`config.mk`:
```
export PLATFORM = sky130hd
export DESIGN_NAME = fetch_unit_flat
export DESIGN_NICKNAME = d
export VERILOG_FILES = /design/src/rtl/fetch_unit_pkg.sv /design/src/rtl/fetch_unit_if.sv /design/src/rtl/fetch_fifo.sv /design/src/rtl/fetch_unit.sv /design/src/flat_wrapper.sv
export SDC_FILE = /design/constraint.sdc
export NUM_CORES = 1
export LEC_CHECK = 0
export BUFFER_PORTS_ARGS = -buffer_cell sky130_fd_sc_hd__buf_2
export CORE_ASPECT_RATIO = 0.8
export CORE_MARGIN = 5
export CORE_UTILIZATION = 62
export CTS_CLUSTER_SIZE = 30
export DETAILED_ROUTE_END_ITERATION = 8
export PLACE_DENSITY = 0.86
export RECOVER_POWER = 100
export SETUP_SLACK_MARGIN = 0.1
export SYNTH_ARGS = -nofsm -noshare
export SYNTH_HDL_FRONTEND = slang
export SYNTH_SLANG_ARGS = --single-unit
```
`constraint.sdc`:
```
create_clock -name clk_i -period 5.7 [get_ports clk_i]
set_input_delay 0.855 -clock clk_i [delete_from_list [all_inputs] [get_ports clk_i]]
set_output_delay 0.855 -clock clk_i [all_outputs]
set_load 0.02 [all_outputs]
```
`src/rtl/fetch_unit_pkg.sv`:
```
// Shared definitions for the instruction fetch stage and its consumers.
// Contents:
//   - RV32 major opcode constants (also used by decode and the immediate generator)
//   - RESET_PC_DEFAULT: default PC after reset
//   - fetch_entry_t: one buffered instruction with the PC it was fetched from
package fetch_unit_pkg;

    localparam logic [31:0] RESET_PC_DEFAULT = 32'h0000_0000;

    localparam logic [6:0] OP_IMM    = 7'b0010011;
    localparam logic [6:0] OP_LOAD   = 7'b0000011;
    localparam logic [6:0] OP_STORE  = 7'b0100011;
    localparam logic [6:0] OP_BRANCH = 7'b1100011;
    localparam logic [6:0] OP_JAL    = 7'b1101111;
    localparam logic [6:0] OP_JALR   = 7'b1100111;
    localparam logic [6:0] OP_LUI    = 7'b0110111;
    localparam logic [6:0] OP_AUIPC  = 7'b0010111;

    typedef struct packed {
        logic [31:0] pc;
        logic [31:0] instr;
    } fetch_entry_t;

endpackage

```
`src/rtl/fetch_unit_if.sv`:
```
// Bus bundle between the fetch stage, instruction memory, the branch unit
// and decode. Signal names carry the direction as seen from the fetch stage.
//
// Handshakes:
//   imem: a request transfers in a cycle with imem_req_o && imem_gnt_i; once
//         raised, imem_req_o and imem_addr_o hold until granted. Responses
//         (imem_rvalid_i/imem_rdata_i) return in request order, at least one
//         cycle after the grant, and are not back-pressured.
//   id:   an instruction transfers in a cycle with id_valid_o && id_ready_i;
//         while id_valid_o && !id_ready_i the PC and fields hold.
//
// Modports: master = fetch stage, slave = environment (memory/decode/branch).
interface fetch_unit_if;
    import fetch_unit_pkg::*;

    logic        imem_req_o;
    logic [31:0] imem_addr_o;
    logic        imem_gnt_i;
    logic        imem_rvalid_i;
    logic [31:0] imem_rdata_i;

    logic        redirect_i;
    logic [31:0] redirect_pc_i;

    logic        id_valid_o;
    logic        id_ready_i;
    logic [31:0] id_pc_o;
    logic [6:0]  opcode_o;
    logic [4:0]  rd_o;
    logic [2:0]  funct3_o;
    logic [4:0]  rs1_o;
    logic [4:0]  rs2_o;
    logic [6:0]  funct7_o;

    modport master (
        output imem_req_o, imem_addr_o,
        input  imem_gnt_i, imem_rvalid_i, imem_rdata_i,
        input  redirect_i, redirect_pc_i,
        output id_valid_o, id_pc_o, opcode_o, rd_o, funct3_o, rs1_o, rs2_o, funct7_o,
        input  id_ready_i
    );

    modport slave (
        input  imem_req_o, imem_addr_o,
        output imem_gnt_i, imem_rvalid_i, imem_rdata_i,
        output redirect_i, redirect_pc_i,
        input  id_valid_o, id_pc_o, opcode_o, rd_o, funct3_o, rs1_o, rs2_o, funct7_o,
        output id_ready_i
    );

endinterface

```
`src/rtl/fetch_fifo.sv`:
```
// Small synchronous FIFO with flush.
// Ports:
//   clk_i, rst_ni        clock, async active-low reset
//   flush_i              empties the FIFO (wins over push/pop)
//   push_i, wdata_i      write; accepted when not full, or when full and popping
//   pop_i                read-advance; ignored when empty
//   rdata_o              registered head entry
//   full_o, empty_o      status
//   count_o              number of stored entries
module fetch_fifo
    import fetch_unit_pkg::*;
#(
    parameter int unsigned DEPTH = 2,
    parameter int unsigned WIDTH = 32,
    localparam int unsigned AW = (DEPTH > 1) ? $clog2(DEPTH) : 1,
    localparam int unsigned CW = $clog2(DEPTH + 1)
) (
    input  logic             clk_i,
    input  logic             rst_ni,
    input  logic             flush_i,
    input  logic             push_i,
    input  logic [WIDTH-1:0] wdata_i,
    input  logic             pop_i,
    output logic [WIDTH-1:0] rdata_o,
    output logic             full_o,
    output logic             empty_o,
    output logic [CW-1:0]    count_o
);

    logic [WIDTH-1:0] mem_q [DEPTH];
    logic [AW-1:0]    rd_ptr_q, rd_ptr_d;
    logic [AW-1:0]    wr_ptr_q, wr_ptr_d;
    logic [CW-1:0]    count_q, count_d;
    logic             do_push, do_pop;

    function automatic logic [AW-1:0] ptr_inc(input logic [AW-1:0] p);
        return (p == AW'(DEPTH - 1)) ? '0 : p + AW'(1);
    endfunction

    assign full_o  = (count_q == CW'(DEPTH));
    assign empty_o = (count_q == '0);
    assign count_o = count_q;
    assign rdata_o = mem_q[rd_ptr_q];

    always_comb begin
        do_pop   = pop_i && !empty_o;
        // When full, a push is only legal together with a pop; the slot being
        // written is the one the head is leaving.
        do_push  = push_i && (!full_o || do_pop);
        rd_ptr_d = rd_ptr_q;
        wr_ptr_d = wr_ptr_q;
        count_d  = count_q;
        if (flush_i) begin
            rd_ptr_d = '0;
            wr_ptr_d = '0;
            count_d  = '0;
        end else begin
            if (do_push) wr_ptr_d = ptr_inc(wr_ptr_q);
            if (do_pop)  rd_ptr_d = ptr_inc(rd_ptr_q);
            count_d = count_q + CW'(do_push) - CW'(do_pop);
        end
    end

    always_ff @(posedge clk_i or negedge rst_ni) begin
        if (!rst_ni) begin
            rd_ptr_q <= '0;
            wr_ptr_q <= '0;
            count_q  <= '0;
            for (int i = 0; i < int'(DEPTH); i++) mem_q[i] <= '0;
        end else begin
            rd_ptr_q <= rd_ptr_d;
            wr_ptr_q <= wr_ptr_d;
            count_q  <= count_d;
            if (!flush_i && do_push) mem_q[wr_ptr_q] <= wdata_i;
        end
    end

    assert property (@(posedge clk_i) disable iff (!rst_ni)
        !(push_i && full_o && !pop_i && !flush_i));

endmodule

```
`src/rtl/fetch_unit.sv`:
```
// Instruction fetch stage: owns the PC, issues word requests to instruction
// memory, buffers returned words with their PCs and presents split fields to
// decode. Redirects flush the buffer and discard responses still in flight.
// Ports:
//   clk_i   clock, rising edge
//   rst_ni  async active-low reset
//   bus     fetch_unit_if.master: imem req/gnt/rvalid, redirect, id valid/ready + fields
module fetch_unit
    import fetch_unit_pkg::*;
#(
    parameter logic [31:0] RESET_PC = RESET_PC_DEFAULT,
    parameter int unsigned DEPTH    = 2
) (
    input logic          clk_i,
    input logic          rst_ni,
    fetch_unit_if.master bus
);

    localparam int unsigned CW = $clog2(DEPTH + 1);
    localparam int unsigned SW = CW + 1;

    logic          run_q;
    logic [31:0]   pc_q, pc_d;
    logic          pend_q, pend_d;
    logic [31:0]   pend_pc_q, pend_pc_d;
    logic [CW-1:0] discard_q, discard_d;

    logic          pcq_full, pcq_empty;
    logic [CW-1:0] pcq_count;
    logic [31:0]   pcq_head;
    logic          buf_full, buf_empty;
    logic [CW-1:0] buf_count;
    fetch_entry_t  buf_head, buf_wdata, out_entry;

    logic          req, gnt_fire, rv_fire, pop_fire, buf_push;
    logic [SW-1:0] in_use, outs_next;
    logic [31:0]   redirect_tgt;

    // The PC queue holds one PC per granted-but-unanswered request, so its
    // count is the outstanding-request counter.
    fetch_fifo #(.DEPTH(DEPTH), .WIDTH(32)) u_pc_queue (
        .clk_i   (clk_i),
        .rst_ni  (rst_ni),
        .flush_i (1'b0),
        .push_i  (gnt_fire),
        .wdata_i (pc_q),
        .pop_i   (rv_fire),
        .rdata_o (pcq_head),
        .full_o  (pcq_full),
        .empty_o (pcq_empty),
        .count_o (pcq_count)
    );

    fetch_fifo #(.DEPTH(DEPTH), .WIDTH($bits(fetch_entry_t))) u_fetch_buf (
        .clk_i   (clk_i),
        .rst_ni  (rst_ni),
        .flush_i (bus.redirect_i),
        .push_i  (buf_push),
        .wdata_i (buf_wdata),
        .pop_i   (pop_fire),
        .rdata_o (buf_head),
        .full_o  (buf_full),
        .empty_o (buf_empty),
        .count_o (buf_count)
    );

    always_comb begin
        redirect_tgt = bus.redirect_pc_i & ~32'h3;
        pop_fire     = !buf_empty && bus.id_ready_i;
        // Credit: in-flight plus buffered words, with this cycle's pop freed.
        in_use       = SW'(pcq_count) + SW'(buf_count) - SW'(pop_fire);
        // run_q keeps the request low for the first cycle after reset release.
        req          = run_q && (in_use < SW'(DEPTH));
        gnt_fire     = req && bus.imem_gnt_i;
        // A response with nothing outstanding is a leftover from before reset.
        rv_fire      = bus.imem_rvalid_i && !pcq_empty;
        buf_push     = rv_fire && (discard_q == '0) && !bus.redirect_i;
        buf_wdata    = '{pc: pcq_head, instr: bus.imem_rdata_i};
        outs_next    = SW'(pcq_count) + SW'(gnt_fire) - SW'(rv_fire);

        discard_d = discard_q;
        if (bus.redirect_i) begin
            discard_d = CW'(outs_next);
        end else begin
            if (rv_fire && discard_q != '0) discard_d = discard_d - CW'(1);
            // A request that was already on the bus when a redirect arrived
            // is granted with its stale address; drop its answer too.
            if (gnt_fire && pend_q) discard_d = discard_d + CW'(1);
        end

        pc_d      = pc_q;
        pend_d    = pend_q;
        pend_pc_d = pend_pc_q;
        if (gnt_fire) begin
            if (bus.redirect_i)  pc_d = redirect_tgt;
            else if (pend_q)     pc_d = pend_pc_q;
            else                 pc_d = pc_q + 32'd4;
            pend_d = 1'b0;
        end else if (bus.redirect_i) begin
            if (req) begin
                // Address must hold until granted; park the target.
                pend_d    = 1'b1;
                pend_pc_d = redirect_tgt;
            end else begin
                pc_d   = redirect_tgt;
                pend_d = 1'b0;
            end
        end
    end

    always_ff @(posedge clk_i or negedge rst_ni) begin
        if (!rst_ni) begin
            run_q     <= 1'b0;
            pc_q      <= RESET_PC;
            pend_q    <= 1'b0;
            pend_pc_q <= '0;
            discard_q <= '0;
        end else begin
            run_q     <= 1'b1;
            pc_q      <= pc_d;
            pend_q    <= pend_d;
            pend_pc_q <= pend_pc_d;
            discard_q <= discard_d;
        end
    end

    assign out_entry       = buf_empty ? '0 : buf_head;
    assign bus.imem_req_o  = req;
    assign bus.imem_addr_o = pc_q;
    assign bus.id_valid_o  = !buf_empty;
    assign bus.id_pc_o     = out_entry.pc;
    assign bus.opcode_o    = out_entry.instr[6:0];
    assign bus.rd_o        = out_entry.instr[11:7];
    assign bus.funct3_o    = out_entry.instr[14:12];
    assign bus.rs1_o       = out_entry.instr[19:15];
    assign bus.rs2_o       = out_entry.instr[24:20];
    assign bus.funct7_o    = out_entry.instr[31:25];

    // In-flight plus buffered never exceeds DEPTH.
    assert property (@(posedge clk_i) disable iff (!rst_ni) buf_full |-> pcq_empty);
    assert property (@(posedge clk_i) disable iff (!rst_ni) pcq_full |-> buf_empty);

endmodule
```
`src/flat_wrapper.sv`:
```
// flat-port wrapper written by rule: the top's interface ports become plain ports
module fetch_unit_flat import fetch_unit_pkg::*;
#(
    parameter logic [31:0] RESET_PC = RESET_PC_DEFAULT,
    parameter int unsigned DEPTH    = 2
)
  (clk_i, rst_ni, bus_imem_req_o, bus_imem_addr_o, bus_imem_gnt_i, bus_imem_rvalid_i, bus_imem_rdata_i, bus_redirect_i, bus_redirect_pc_i, bus_id_valid_o, bus_id_pc_o, bus_opcode_o, bus_rd_o, bus_funct3_o, bus_rs1_o, bus_rs2_o, bus_funct7_o, bus_id_ready_i);
  fetch_unit_if bus_i ();
  input logic clk_i;
  input logic rst_ni;
  output wire logic [$bits(bus_i.imem_req_o)-1:0] bus_imem_req_o;
  output wire logic [$bits(bus_i.imem_addr_o)-1:0] bus_imem_addr_o;
  input wire logic [$bits(bus_i.imem_gnt_i)-1:0] bus_imem_gnt_i;
  input wire logic [$bits(bus_i.imem_rvalid_i)-1:0] bus_imem_rvalid_i;
  input wire logic [$bits(bus_i.imem_rdata_i)-1:0] bus_imem_rdata_i;
  input wire logic [$bits(bus_i.redirect_i)-1:0] bus_redirect_i;
  input wire logic [$bits(bus_i.redirect_pc_i)-1:0] bus_redirect_pc_i;
  output wire logic [$bits(bus_i.id_valid_o)-1:0] bus_id_valid_o;
  output wire logic [$bits(bus_i.id_pc_o)-1:0] bus_id_pc_o;
  output wire logic [$bits(bus_i.opcode_o)-1:0] bus_opcode_o;
  output wire logic [$bits(bus_i.rd_o)-1:0] bus_rd_o;
  output wire logic [$bits(bus_i.funct3_o)-1:0] bus_funct3_o;
  output wire logic [$bits(bus_i.rs1_o)-1:0] bus_rs1_o;
  output wire logic [$bits(bus_i.rs2_o)-1:0] bus_rs2_o;
  output wire logic [$bits(bus_i.funct7_o)-1:0] bus_funct7_o;
  input wire logic [$bits(bus_i.id_ready_i)-1:0] bus_id_ready_i;
  assign bus_imem_req_o = bus_i.imem_req_o;
  assign bus_imem_addr_o = bus_i.imem_addr_o;
  assign bus_i.imem_gnt_i = bus_imem_gnt_i;
  assign bus_i.imem_rvalid_i = bus_imem_rvalid_i;
  assign bus_i.imem_rdata_i = bus_imem_rdata_i;
  assign bus_i.redirect_i = bus_redirect_i;
  assign bus_i.redirect_pc_i = bus_redirect_pc_i;
  assign bus_id_valid_o = bus_i.id_valid_o;
  assign bus_id_pc_o = bus_i.id_pc_o;
  assign bus_opcode_o = bus_i.opcode_o;
  assign bus_rd_o = bus_i.rd_o;
  assign bus_funct3_o = bus_i.funct3_o;
  assign bus_rs1_o = bus_i.rs1_o;
  assign bus_rs2_o = bus_i.rs2_o;
  assign bus_funct7_o = bus_i.funct7_o;
  assign bus_i.id_ready_i = bus_id_ready_i;
  fetch_unit #(.RESET_PC(RESET_PC), .DEPTH(DEPTH)) u_core (.clk_i(clk_i), .rst_ni(rst_ni), .bus(bus_i));
endmodule
```
# After elaboration in Yosys (flattened, before gate mapping)
# Cells that the tools add are included.
dict set report totals {
  regBits 266
  in_bits 70
  output_inout_bits 98
}
dict set report op_classes {
  add_sub_neg 15
  order_cmp 7
  n_eq_ne 3
  muxes 34
  bitwise_logic 5
  reduce_logical 31
}
# cell n
set ops {}
lappend ops {{2-to-1 mux 64 bit} 5}
lappend ops {{2-to-1 mux 32 bit} 9}
lappend ops {{bitwise mux 128 bit} 1}
lappend ops {{bitwise mux 64 bit} 1}
lappend ops {{demux 64 bit (select 1 bit)} 1}
lappend ops {{adder 32 x 3 -> 32 bit, second input constant} 1}
lappend ops {{demux 32 bit (select 1 bit)} 1}
lappend ops {{logical AND 1 bit} 15}
lappend ops {{2-to-1 mux 1 bit} 11}
lappend ops {{2-to-1 mux 2 bit} 5}
lappend ops {{>= comparator 2 bit, second input constant} 4}
lappend ops {{NOT 1 -> 2 bit} 4}
lappend ops {{nonzero test 2 bit} 4}
lappend ops {{adder 2 x 1 -> 2 bit} 3}
lappend ops {{logical NOT 2 bit} 3}
lappend ops {{subtractor 2 x 1 -> 2 bit} 3}
lappend ops {{logical NOT 1 bit} 5}
lappend ops {{adder 1 bit, second input constant} 4}
lappend ops {{equality test 2 bit, second input constant} 2}
lappend ops {{< comparator 2 x 1 -> 1 bit, second input constant} 2}
lappend ops {{adder 2 x 2 -> 3 bit} 1}
lappend ops {{< comparator 3 x 2 -> 1 bit, second input constant} 1}
lappend ops {{AND reduction 3 bit} 1}
lappend ops {{subtractor 3 x 1 -> 3 bit} 1}
lappend ops {{6 further kinds} 7}

# Longest topological paths before layout
# Gate-level depths: netlist of the first run.
dict set report depth {
  ltp_word 10
  mapped_depth 14
}

# By module
# From an unflattened synthesis of the first run, not the netlist that was laid out.
dict set report unflattened {
  cells_unflattened 1037
  hier_area_um2 13331.5
}
# module n_inst cells_each area_each_um2 seq_area_each_um2
set modules_own_cells {}
lappend modules_own_cells {{fetch_fifo (u_core.u_fetch_buf)} 1 365 5979.5 3303.2}
lappend modules_own_cells {fetch_unit 1 477 4245.3 1601.5}
lappend modules_own_cells {{fetch_fifo (u_core.u_pc_queue)} 1 195 3106.7 1701.6}

# Least setup slack after synthesis of the first run
# Ideal clock, no wire load.
dict set report synth_timing {
  path_type {register to register}
  from {register u_core.u_fetch_buf.count_q[1] (netlist: u_core.u_fetch_buf.count_o[1])}
  to {register u_core.u_pc_queue.mem_q[34] (netlist bit)}
  setup_time_ps 125
  arrival_ps 3450
  required_ps 5575
  path_slack_ps 2125
  path_stages_with_launch 13
  n_path_buf 1
  cell_sequence {dfrtp_1 nor2_1 inv_1 and2_1 ha_1 nand2b_1 fa_1 xor2_1 nand2_1 a21oi_1 and2_1 buf_2 mux2_2}
}
dict set report synth_via {
  elab_chain_len 8
  word_cells_on_any_way 9
  cone_classes {add/sub: 2; order compare: 1; reduce/logical: 6}
}
# element line
set synth_lines {}
lappend synth_lines {{start: declaration} fetch_fifo.sv:33} ;# logic [CW-1:0] count_q, count_d;
lappend synth_lines {{start signal: assignment} fetch_fifo.sv:73} ;# count_q <= count_d;
lappend synth_lines {{logical NOT 2 bit} fetch_fifo.sv:41} ;# assign empty_o = (count_q == '0);
lappend synth_lines {{logical NOT 1 bit} -}
lappend synth_lines {{net bus_id_valid_o} flat_wrapper.sv:18} ;# output wire logic [$bits(bus_i.id_valid_o)-1:0] bus_id_valid_o;
lappend synth_lines {{logical AND 1 bit} fetch_unit.sv:69} ;# pop_fire = !buf_empty && bus.id_ready_i;
lappend synth_lines {{subtractor 3 x 1 -> 3 bit} fetch_unit.sv:71} ;# in_use = SW'(pcq_count) + SW'(buf_count) - SW'(pop_fire);
lappend synth_lines {{< comparator 3 x 2 -> 1 bit} fetch_unit.sv:73} ;# req = run_q && (in_use < SW'(DEPTH));
lappend synth_lines {{logical AND 1 bit} fetch_unit.sv:73}
lappend synth_lines {{logical AND 1 bit} fetch_unit.sv:74} ;# gnt_fire = req && bus.imem_gnt_i;
lappend synth_lines {{logical AND 1 bit} fetch_fifo.sv:49} ;# do_push = push_i && (!full_o || do_pop);
lappend synth_lines {{end signal: indexed assignment} fetch_fifo.sv:74} ;# if (!flush_i && do_push) mem_q[wr_ptr_q] <= wdata_i;
lappend synth_lines {{end: declaration} fetch_fifo.sv:30} ;# logic [WIDTH-1:0] mem_q [DEPTH];
# The timed path passes the listed nets, and every way through them passes these cells.
# A chain may end at the register's enable or synchronous reset.

# Worst setup path in the final report of the first run
dict set report layout_timing {
  from {register u_core.u_fetch_buf.count_q[1] (netlist: u_core.u_fetch_buf.count_o[1])}
  to {register u_core.u_pc_queue.mem_q[56] (netlist bit)}
}
dict set report layout_via {
  elab_chain_len 8
  word_cells_on_any_way 9
  cone_classes {add/sub: 2; order compare: 1; reduce/logical: 6}
}
# element line
set layout_lines {}
lappend layout_lines {{branches (longest 3 deep; another with adder 2 x 2 -> 3 bit)} -}
lappend layout_lines {{subtractor 3 x 1 -> 3 bit (*)} fetch_unit.sv:71}
lappend layout_lines {{< comparator 3 x 2 -> 1 bit (*)} fetch_unit.sv:73}
lappend layout_lines {{logical AND 1 bit (*)} fetch_unit.sv:73}
lappend layout_lines {{logical AND 1 bit (*)} fetch_unit.sv:74}
lappend layout_lines {{logical AND 1 bit (*)} fetch_fifo.sv:49}
# Mark *: on every way between the ends.

==> results of run 1 <==
## power groups by stage
| stage | logic [mW] | clock network (mW) | registers, mW |
|---|---|---|---|
| 2_1_floorplan | 2.38 | 0 | 3.24 |
| 3_3_place_gp | 3.06 | 0 | 3.38 |
| 3_5_place_dp | 3.18 | 0 | 3.45 |
| 4_1_cts | 3.23 | 1.69 | 3.43 |
| 5_1_grt | 3.42 | 1.76 | 3.56 |
| 6_report | 3.11 | 1.66 | 3.46 |
## kinds of logic after synthesis
| kind of cell | share of synthesized area [%] |
|---|---|
| AND/OR/NAND/NOR | 9.943 |
| adder cells (fa/ha/maj) | 1.092 |
| XOR/XNOR | 2.020 |
| multiplexers | 23.57 |
| other | 0.06185 |
| buffers and inverters | 3.400 |
| flip-flops | 52.76 |
| AO/OA/AOI/OAI | 7.161 |
## worst reg2reg max path, delay by kind of cell (launching register included)
family / cells / cell delay [ns]
AOI/OAI and AO/OA: 1 / 0.36
xor gates and xnor gates: 1 / 0.42
adders and majority gates: 2 / 0.71
buffers and inverters: 2 / 0.71
DFF: 1 / 0.43
muxes: 1 / 0.42
and+or+nand+nor: 5 / 1.43
## flip-flops by register name (all words and copies together) (netlist names)
register / count
u_core.u_pc_queue.count_o: 2
u_core.run_q: 1
u_core.u_pc_queue.rd_ptr_q: 1
u_core.u_fetch_buf.wr_ptr_q: 1
u_core.u_fetch_buf.rd_ptr_q: 1
u_core.u_fetch_buf.count_o: 2
u_core.u_pc_queue.wr_ptr_q: 1
u_core.u_fetch_buf.mem_q: 124
u_core.discard_q: 2
u_core.pend_pc_q: 30
u_core.u_pc_queue.mem_q: 60
u_core.bus.imem_addr_o: 30
u_core.pend_q: 1
## cells in the final DEF (no fill, tap or decap), types with 3 or more instances in the layout
cell type    n
dfrtp_1    256
mux2_2     134
nor2_1     119
mux2i_1    104
clkbuf_1    97
buf_2       69
nand2_1     61
a21oi_1     50
o21ai_0     49
clkbuf_16   25
xnor2_1     23
mux2_1      21
nand3_1     19
inv_1       18
nor3_1      13
a22oi_1     11
o211ai_1    11
nor4_1       9
ha_1         9
clkinv_2     8
nand4_1      7
clkbuf_8     7
xor2_1       5
or3_1        5
nand2b_1     5
conb_1       5
nor3b_1      4
nor2b_1      4
o221ai_1     4
and2_0       3
and4_1       3
and2_1       3
a222oi_1     3
o22ai_1      3
buf_4        3
## cell type report
type                            count  area share, %
Sequential cell                   256          46.88
Multi-Input combinational cell    714          38.59
Timing Repair Buffer              171          5.548
Clock buffer                       33          5.310
Tap cell                          258          2.362
Clock inverter                     11         0.7874
Inverter                           19         0.5219
## per-layer routing
metal / track usage [%] / vias to the layer above / routed length (um)
met5: 0 / - / 0
met4: 6.861 / 0 / 593
met3: 5.193 / 54 / 2249
met2: 40.86 / 386 / 13620
met1: 35.35 / 4377 / 12140
li1: - / 3983 / -
## stage by stage
| stage | cell area, um^2 | power [mW] | utilization (%) |
|---|---|---|---|
| floorplan | 12150 | 5.620 | - |
| global placement | 13060 | 6.440 | 68.22 |
| detailed placement | 13060 | 6.633 | 68.22 |
| CTS | 13890 | 8.351 | 72.58 |
| global route | 13670 | 8.738 | 71.39 |
| finish | 13670 | 8.227 | 71.39 |
## worst paths after layout
path / to / slack, ns / depth (start not counted)
hold reg to reg: u_core.u_fetch_buf.mem_q[50] / 0.48 / 2
hold / removal: u_core.u_fetch_buf.mem_q[50] / 0.48 / 2
setup reg to reg: u_core.u_pc_queue.mem_q[56] / 1.10 / 12
min in group asynchronous: u_core.u_fetch_buf.mem_q[79] / 1.31 / 1
max in group asynchronous: u_core.u_pc_queue.mem_q[18] / 2.57 / 1
setup / recovery: u_core.u_pc_queue.mem_q[56] / 1.10 / 12
==> results.yml, run 1 <==
timing:
  setup_ws_ns: 1.103
  period_share_pct: 80.65
  holdWs_ns: 0.4772
  tns_ns: 0
  finalHoldViolCount: 0
  setup_viol: 0
  drv_slew: 306
  timing.fmax_ghz: 0.2175
  slew-limit-headroom_pct: -104.9
  clock_skew_ns: 0.02028
  grt_setup_unrepaired: "no"
  min_period_ns: 4.597
  tightest_slew_ns: 3.074
drt:
  ant_nets: 0
  wirelength_um: 28610
  first_iter_violations: 738
  first_pass_iters: 5
  drc: 0
  wl_per_cell_um: 19.57
  vias: 8800
  vias_per_cell: 6.019
power:
  p_switching_mw: 3.246
  swShare_pct: 39.46
  internal-power_mw: 4.981
  peakVddDrop_mv: 0.3436
  p_comb_share_pct: 37.8
  power.density_nw_per_um2: 602.0
  leakage_nw: 6.044
  clkPwrFrac_pct: 20.2
  seqPwrFrac_pct: 42.0
critical_path:
  path_cells: "nor2_4 > inv_1 > and2_0 > ha_1 > nand2b_1 > fa_1 > xor2_1 > nand2_1 > a21oi_1 > and2_0 > clkbuf_1 > mux2_2"
  path_buf_inv: 2
  path_common_cell: "and2_0"
  arrival_ns: 4.99
  cp-start-kind: "flip-flop"
  cpLargestDelayFamily: "simple AND/OR/NAND/NOR gates"
  cp_slowest_cell: "clkbuf_1"
  crit_required_ns: 6.09
  cp-end-kind: "flip-flop"
  worstSetupStartpoint: "u_core.u_fetch_buf.count_o[1]"
  path_class: "reg -> reg"
  slowest_delay_ns: 0.63
  regToRegStartpoint: "u_core.u_fetch_buf.count_o[1]"
  path_max_fanout: 11
logic_synthesis:
  synthCells: 1059
  ys_seq_area_share_pct: 52.76
  synth-edff-count: 0
  syn_area_um2: 12140
  syn_avg_cell_area_um2: 11.47
  synth_common_cells: "256 x dfrtp_1, 135 x mux2_2, 121 x nor2_1"
  synthArstFlopShare_pct: 100.0
  synthMostInstantiatedCell: "dfrtp_1"
  synth.top_cell.area_share_pct: 52.76
  synth_area_leaders: "dfrtp_1 53%, mux2_2 13%, mux2i_1 8.6%"
  ys_ff_latch: 256
  ys_warn_count: 0
  synthFlopType: "dfrtp_1"
  ys_types: 57
  synth_top_area_cell: "dfrtp_1"
outcome:
  status: "finished with violations"
  failed_checks: "max-capacitance violations, max-slew violations"
cells_and_area:
  regArea_um2: 6406
  n_antenna_cell: 0
  multi_input_area_um2: 5274
  syn_to_final_growth_pct: 12.54
  fillerInstances: 1412
  final_layout_size_suffix_gt1_share_pct: 21.51
  layout.nets: 1267
  finalNonFillerCells: 1462
min_path:
  hold_class: "reg -> reg"
  min_from: "u_core.u_fetch_buf.mem_q[50]"
floorplanning:
  die_y_um: 135.2
  ios: 168
  fp.coreArea_um2: 19140
  row_count: 45
  start_util_pct: 63.43
  die_x_um: 166.5
  die_area_um2: 22500
cts:
  cts_setup_buffers: 0
  cts_root_buf: "clkbuf_16"
  clock_sinks: 256
  cts_buffers: 25
  cts_htree_levels: 1
  clk_path_buf_depth: 3
  cts_tree: "built"
  path_clk_slew_ns: 0.06
  clk_latency_ns: 0.52
  cts_hold_buf: 0
  cts_resized: 0
placed_design:
  gp_congestion: 0.8374
  portBuffers: 161
  dpl_worst_slack_ns: 1.442
  dp_cells: 1418
  dp_hpwl_um: 18430
global_route:
  grt_overflow: 0
  grt_max_degree: 131
  grt_pass1_wl_um: 46640
  grtUsageTotal_pct: 25.24
  grt_pass1_vias: 9072
  antenna_found_initial: 0
run:
  drv_cap: 4
No activity file was read; power rests on OpenSTA's default activity.
==> run 2, diff against run 1 <==
CORE_UTILIZATION = 58   (was 62)
PLACE_DENSITY = 0.81   (was 0.86)
clock period = 4.4 ns   (was 5.7 ns; I/O delays follow)
==> results.yml, run 2 (synthesized netlist as in run 1, its figures left out) <==
drt:
  wl_per_cell_um: 18.56
  first_pass_iters: 5
  ant_nets: 0
  first_iter_violations: 742
  wirelength_um: 27390
  vias_per_cell: 5.800
  vias: 8561
  drc: 0
cts:
  cts_setup_buffers: 0
  clk_latency_ns: 0.52
  clock_sinks: 256
  clk_path_buf_depth: 3
  cts_hold_buf: 0
  cts_tree: "built"
  path_clk_slew_ns: 0.06
  cts_resized: 0
  cts_htree_levels: 1
  cts_root_buf: "clkbuf_16"
  cts_buffers: 25
global_route:
  grt_pass1_wl_um: 45050
  grt_max_degree: 120
  grt_overflow: 0
  grtUsageTotal_pct: 23.00
  grt_pass1_vias: 8749
  antenna_found_initial: 0
timing:
  timing.fmax_ghz: 0.2514
  clock_skew_ns: 0.01619
  period_share_pct: 90.40
  min_period_ns: 3.977
  grt_setup_unrepaired: "no"
  drv_slew: 273
  slew-limit-headroom_pct: -98.52
  setup_ws_ns: 0.4226
  tns_ns: 0
  finalHoldViolCount: 0
  setup_viol: 0
  holdWs_ns: 0.3839
  tightest_slew_ns: 2.978
floorplanning:
  ios: 168
  start_util_pct: 58.83
  fp.coreArea_um2: 20640
  die_area_um2: 23950
  die_x_um: 171.8
  row_count: 47
  die_y_um: 139.4
critical_path:
  rr_worst_depth: 12
  path_common_cell: "and2_0"
  cp-start-kind: "flip-flop"
  crit_required_ns: 4.79
  cp_slowest_cell: "fa_1"
  arrival_ns: 4.36
  slowest_delay_ns: 0.62
  path_class: "reg -> reg"
  path_max_fanout: 30
  cp-end-kind: "flip-flop"
  path_cells: "nor2_1 > inv_1 > and2_0 > ha_1 > nand2b_1 > fa_1 > and3_1 > nand2_1 > a21oi_1 > and2_0 > clkbuf_4 > mux2_2"
power:
  peakVddDrop_mv: 0.4574
  leakage_nw: 6.053
  clkPwrFrac_pct: 20.8
  power.density_nw_per_um2: 775.1
  swShare_pct: 38.37
  internal-power_mw: 6.553
  seqPwrFrac_pct: 42.3
  p_switching_mw: 4.079
  p_comb_share_pct: 36.9
placed_design:
  dpl_worst_slack_ns: 0.5123
  dp_hpwl_um: 18070
  portBuffers: 161
  dp_cells: 1433
  gp_congestion: 0.8358
cells_and_area:
  fillerInstances: 1690
  finalNonFillerCells: 1476
  largest_reg_flops: 124
  largestRegisters: "u_core.u_fetch_buf.mem_q (124), u_core.u_pc_queue.mem_q (60)"
  layout.nets: 1271
  n_antenna_cell: 0
  final_core_util_pct: 66.45
  layout_common_cells: "255 x dfrtp_1, 133 x mux2_2, 121 x nor2_1"
  layout_commonest_cell: "dfrtp_1"
  regMostFlops: "u_core.u_fetch_buf.mem_q"
  syn_to_final_growth_pct: 12.96
  final_layout_size_suffix_gt1_share_pct: 21.13
outcome:
  status: "finished with violations"
  failed_checks: "max-capacitance violations, max-slew violations"
min_path:
  whs_path_depth: 3
  hold_class: "in -> reg"
run:
  drv_cap: 4
## run 2: final timing paths
kind                                           endpoint  slack, ns                           from
hold reg to reg            u_core.u_fetch_buf.mem_q[36]       0.48   u_core.u_fetch_buf.mem_q[36]
hold / removal               u_core.bus.imem_addr_o[20]       0.38          bus_redirect_pc_i[20]
setup reg to reg            u_core.u_pc_queue.mem_q[51]       0.42  u_core.u_fetch_buf.count_o[1]
setup / recovery            u_core.u_pc_queue.mem_q[51]       0.42  u_core.u_fetch_buf.count_o[1]
max in group asynchronous   u_core.u_pc_queue.mem_q[17]       1.04                         rst_ni
min in group asynchronous  u_core.u_fetch_buf.mem_q[16]       1.07                         rst_ni
## run 2: through the flow
step | instance area (um^2) | power [mW]
2_1_floorplan | 12150 | 7.280
3_3_place_gp | 13100 | 8.398
3_5_place_dp | 13100 | 8.603
4_1_cts | 13960 | 10.86
5_1_grt | 13720 | 11.34
6_report | 13720 | 10.63
## run 2: layer usage
layer / track usage, % / routed length (um) / part of all wire [%] / vias up
li1: - / - / - / 3996
met1: 34.31 / 12430 / 45 / 4223
met2: 36.01 / 12520 / 46 / 314
met3: 3.601 / 2057 / 7.5 / 28
met4: 5.170 / 382 / 1.4 / 0
met5: 0 / 0 / 0 / -
## run 2: final cells by class
| type | instances | area (um^2) | area share [%] |
|---|---|---|---|
| clock buffers | 36 | 716.9 | 5.227 |
| clock inverters | 7 | 135.1 | 0.9851 |
| inverters | 19 | 71.32 | 0.5199 |
| multi-input cells | 714 | 5264 | 38.37 |
| flip-flops and latches | 256 | 6410 | 46.73 |
| well taps | 269 | 336.6 | 2.454 |
| repair buffers | 175 | 783.3 | 5.710 |
## run 2: power by group through the flow
| stage | registers (mW) | logic [mW] | clock network [mW] |
|---|---|---|---|
| after floorplan | 4.19 | 3.09 | 0 |
| after global placement | 4.44 | 3.96 | 0 |
| after detailed placement | 4.52 | 4.09 | 0 |
| after CTS | 4.48 | 4.12 | 2.26 |
| after global routing | 4.65 | 4.33 | 2.35 |
| final | 4.50 | 3.93 | 2.21 |
## run 2: critical path, delay by kind of cell (launching register included)
kind | cells | cell delay, ns
AO/OA/AOI/OAI | 1 | 0.32
adder cells (fa/ha/maj) | 2 | 0.91
buffers and inverters | 2 | 0.53
flip-flops | 1 | 0.42
multiplexers | 1 | 0.40
AND/OR/NAND/NOR | 6 | 1.26
==> run 3, diff against run 2 <==
==> constraint.sdc (replaced) <==
create_clock -name clk_i -period 4.4 [get_ports clk_i]
set_input_delay 0.88 -clock clk_i [delete_from_list [all_inputs] [get_ports clk_i]]
set_output_delay 0.88 -clock clk_i [all_outputs]
set_load 0.02 [all_outputs]
==> results.yml, run 3 (synthesized netlist as in run 1, its figures left out) <==
critical_path:
  path_max_fanout: 6
  path_buf_inv: 3
  slowest_delay_ns: 0.45
  cp-start-kind: "flip-flop"
  arrival_ns: 3.22
  crit_required_ns: 3.52
  cp_slowest_cell: "dfrtp_1"
  cpLargestDelayFamily: "simple AND/OR/NAND/NOR gates"
  path_cells: "nor2_4 > inv_1 > and2_0 > ha_1 > nand2b_1 > fa_1 > xor2_2 > nand3_1 > inv_1 > buf_2"
  path_common_cell: "inv_1"
  path_class: "reg -> out"
  cp-end-kind: "primary output"
cells_and_area:
  regArea_um2: 6410
  syn_to_final_growth_pct: 13.65
  layout.nets: 1278
  fillerInstances: 1613
  regMostFlops: "u_core.u_fetch_buf.mem_q"
  layout_common_cells: "255 x dfrtp_1, 134 x mux2_2, 120 x nor2_1"
  n_antenna_cell: 0
  largestRegisters: "u_core.u_fetch_buf.mem_q (124), u_core.u_pc_queue.mem_q (60)"
  largest_reg_flops: 124
  final_layout_size_suffix_gt1_share_pct: 21.63
  multi_input_area_um2: 5275
  layout_commonest_cell: "dfrtp_1"
global_route:
  grt_max_degree: 112
  grtUsageTotal_pct: 23.43
  grt_pass1_wl_um: 46110
  antenna_found_initial: 0
  grt_overflow: 0
  grt_pass1_vias: 8758
cts:
  cts_setup_buffers: 0
  cts_root_buf: "clkbuf_16"
  cts_tree: "built"
  clock_sinks: 256
  cts_buffers: 27
  cts_htree_levels: 1
  clk_path_buf_depth: 3
  clk_latency_ns: 0.52
  path_clk_slew_ns: 0.06
run:
  drv_cap: 3
timing:
  holdWs_ns: 0.4779
  slew-limit-headroom_pct: -106.0
  period_share_pct: 93.13
  timing.fmax_ghz: 0.2440
  drv_slew: 148
  setup_ws_ns: 0.3022
  clock_skew_ns: 0.01063
  tns_ns: 0
  min_period_ns: 4.098
  setup_viol: 0
  grt_setup_unrepaired: "no"
  finalHoldViolCount: 0
  tightest_slew_ns: 3.090
drt:
  vias_per_cell: 5.803
  first_pass_iters: 5
  drc: 0
  wirelength_um: 28190
  wl_per_cell_um: 18.98
  first_iter_violations: 750
  ant_nets: 0
  vias: 8618
placed_design:
  dpl_worst_slack_ns: 0.3837
  dp_hpwl_um: 18770
  gp_congestion: 0.8262
  portBuffers: 161
min_path:
  hold_class: "reg -> reg"
floorplanning:
  row_count: 47
  start_util_pct: 58.83
  die_area_um2: 23950
  die_x_um: 171.8
  ios: 168
  die_y_um: 139.4
  fp.coreArea_um2: 20640
outcome:
  status: "finished with violations"
  failed_checks: "max-capacitance violations, max-slew violations"
power:
  leakage_nw: 6.108
  peakVddDrop_mv: 0.4221
  power.density_nw_per_um2: 774.3
  p_total_mw: 10.69
run 3: changes by cell type in the layout (fill, tap and decap cells not counted), sizes merged:
cell / change
inv: +1
buf: +8
dlymetal6s4s: +1
bufinv: -1
run 3: final timing paths:
path / depth (start not counted) / startpoint / slack [ns] / endpoint
worst min register to register: 2 / u_core.u_fetch_buf.mem_q[53] / 0.48 / u_core.u_fetch_buf.mem_q[53]
worst min-delay path: 2 / u_core.u_fetch_buf.mem_q[53] / 0.48 / u_core.u_fetch_buf.mem_q[53]
worst max register to register: 12 / u_core.u_fetch_buf.count_o[1] / 0.32 / u_core.u_pc_queue.mem_q[48]
worst max-delay path: 10 / u_core.u_fetch_buf.count_o[1] / 0.30 / bus_imem_req_o
max in group asynchronous: 2 / rst_ni / 1.01 / u_core.u_fetch_buf.rd_ptr_q
min in group asynchronous: 1 / rst_ni / 1.49 / u_core.u_fetch_buf.mem_q[82]
run 3: timing repair:
item	4_1_cts	5_1_grt
setup endpoints to repair	0	1
gates resized for setup	0	1
hold buffers	0	0
run 3: power by group:
group	internal, mW	switching [mW]	leakage (nW)
logic	1.73	2.24	2.48
clock network	1.36	0.881	0.425
registers	3.46	1.01	3.21
total	6.55	4.14	6.11
run 3: final cells by class:
type | instances | share of cell area [%]
clock buffer | 40 | 5.467
clock inverter | 7 | 0.8250
inverter | 19 | 0.5168
multi-input combinational | 714 | 38.22
sequential | 256 | 46.45
tap | 269 | 2.439
timing repair buffer | 180 | 6.083
run 3: worst reg2reg max path, delay by kind of cell (launching register included):
family / cells / cell delay (ns)
simple gates: 6 / 1.17
flops: 1 / 0.45
buf+inv: 2 / 0.69
compound gates: 1 / 0.32
fa+ha+maj: 2 / 0.90
mux: 1 / 0.43
run 3: metrics by stage:
step / area (um^2) / util [%] / std cells
after floorplan: 12150 / - / 1062
after global placement: 13180 / 63.85 / 1438
after detailed placement: 13180 / 63.85 / 1438
after CTS: 14050 / 68.05 / 1485
after global routing: 13800 / 66.86 / 1485
final: 13800 / 66.86 / 1485
run 3: metal layers:
layer  wire length, um  global-route usage, %  share of wire [%]  up-vias
met4               414                  3.970                1.5        0
met5                 0                      0                  0        -
met2             12860                  36.57                 46      270
met3              1867                  4.168                6.6       42
li1                  -                      -                  -     3996
met1             13050                  35.27                 46     4310
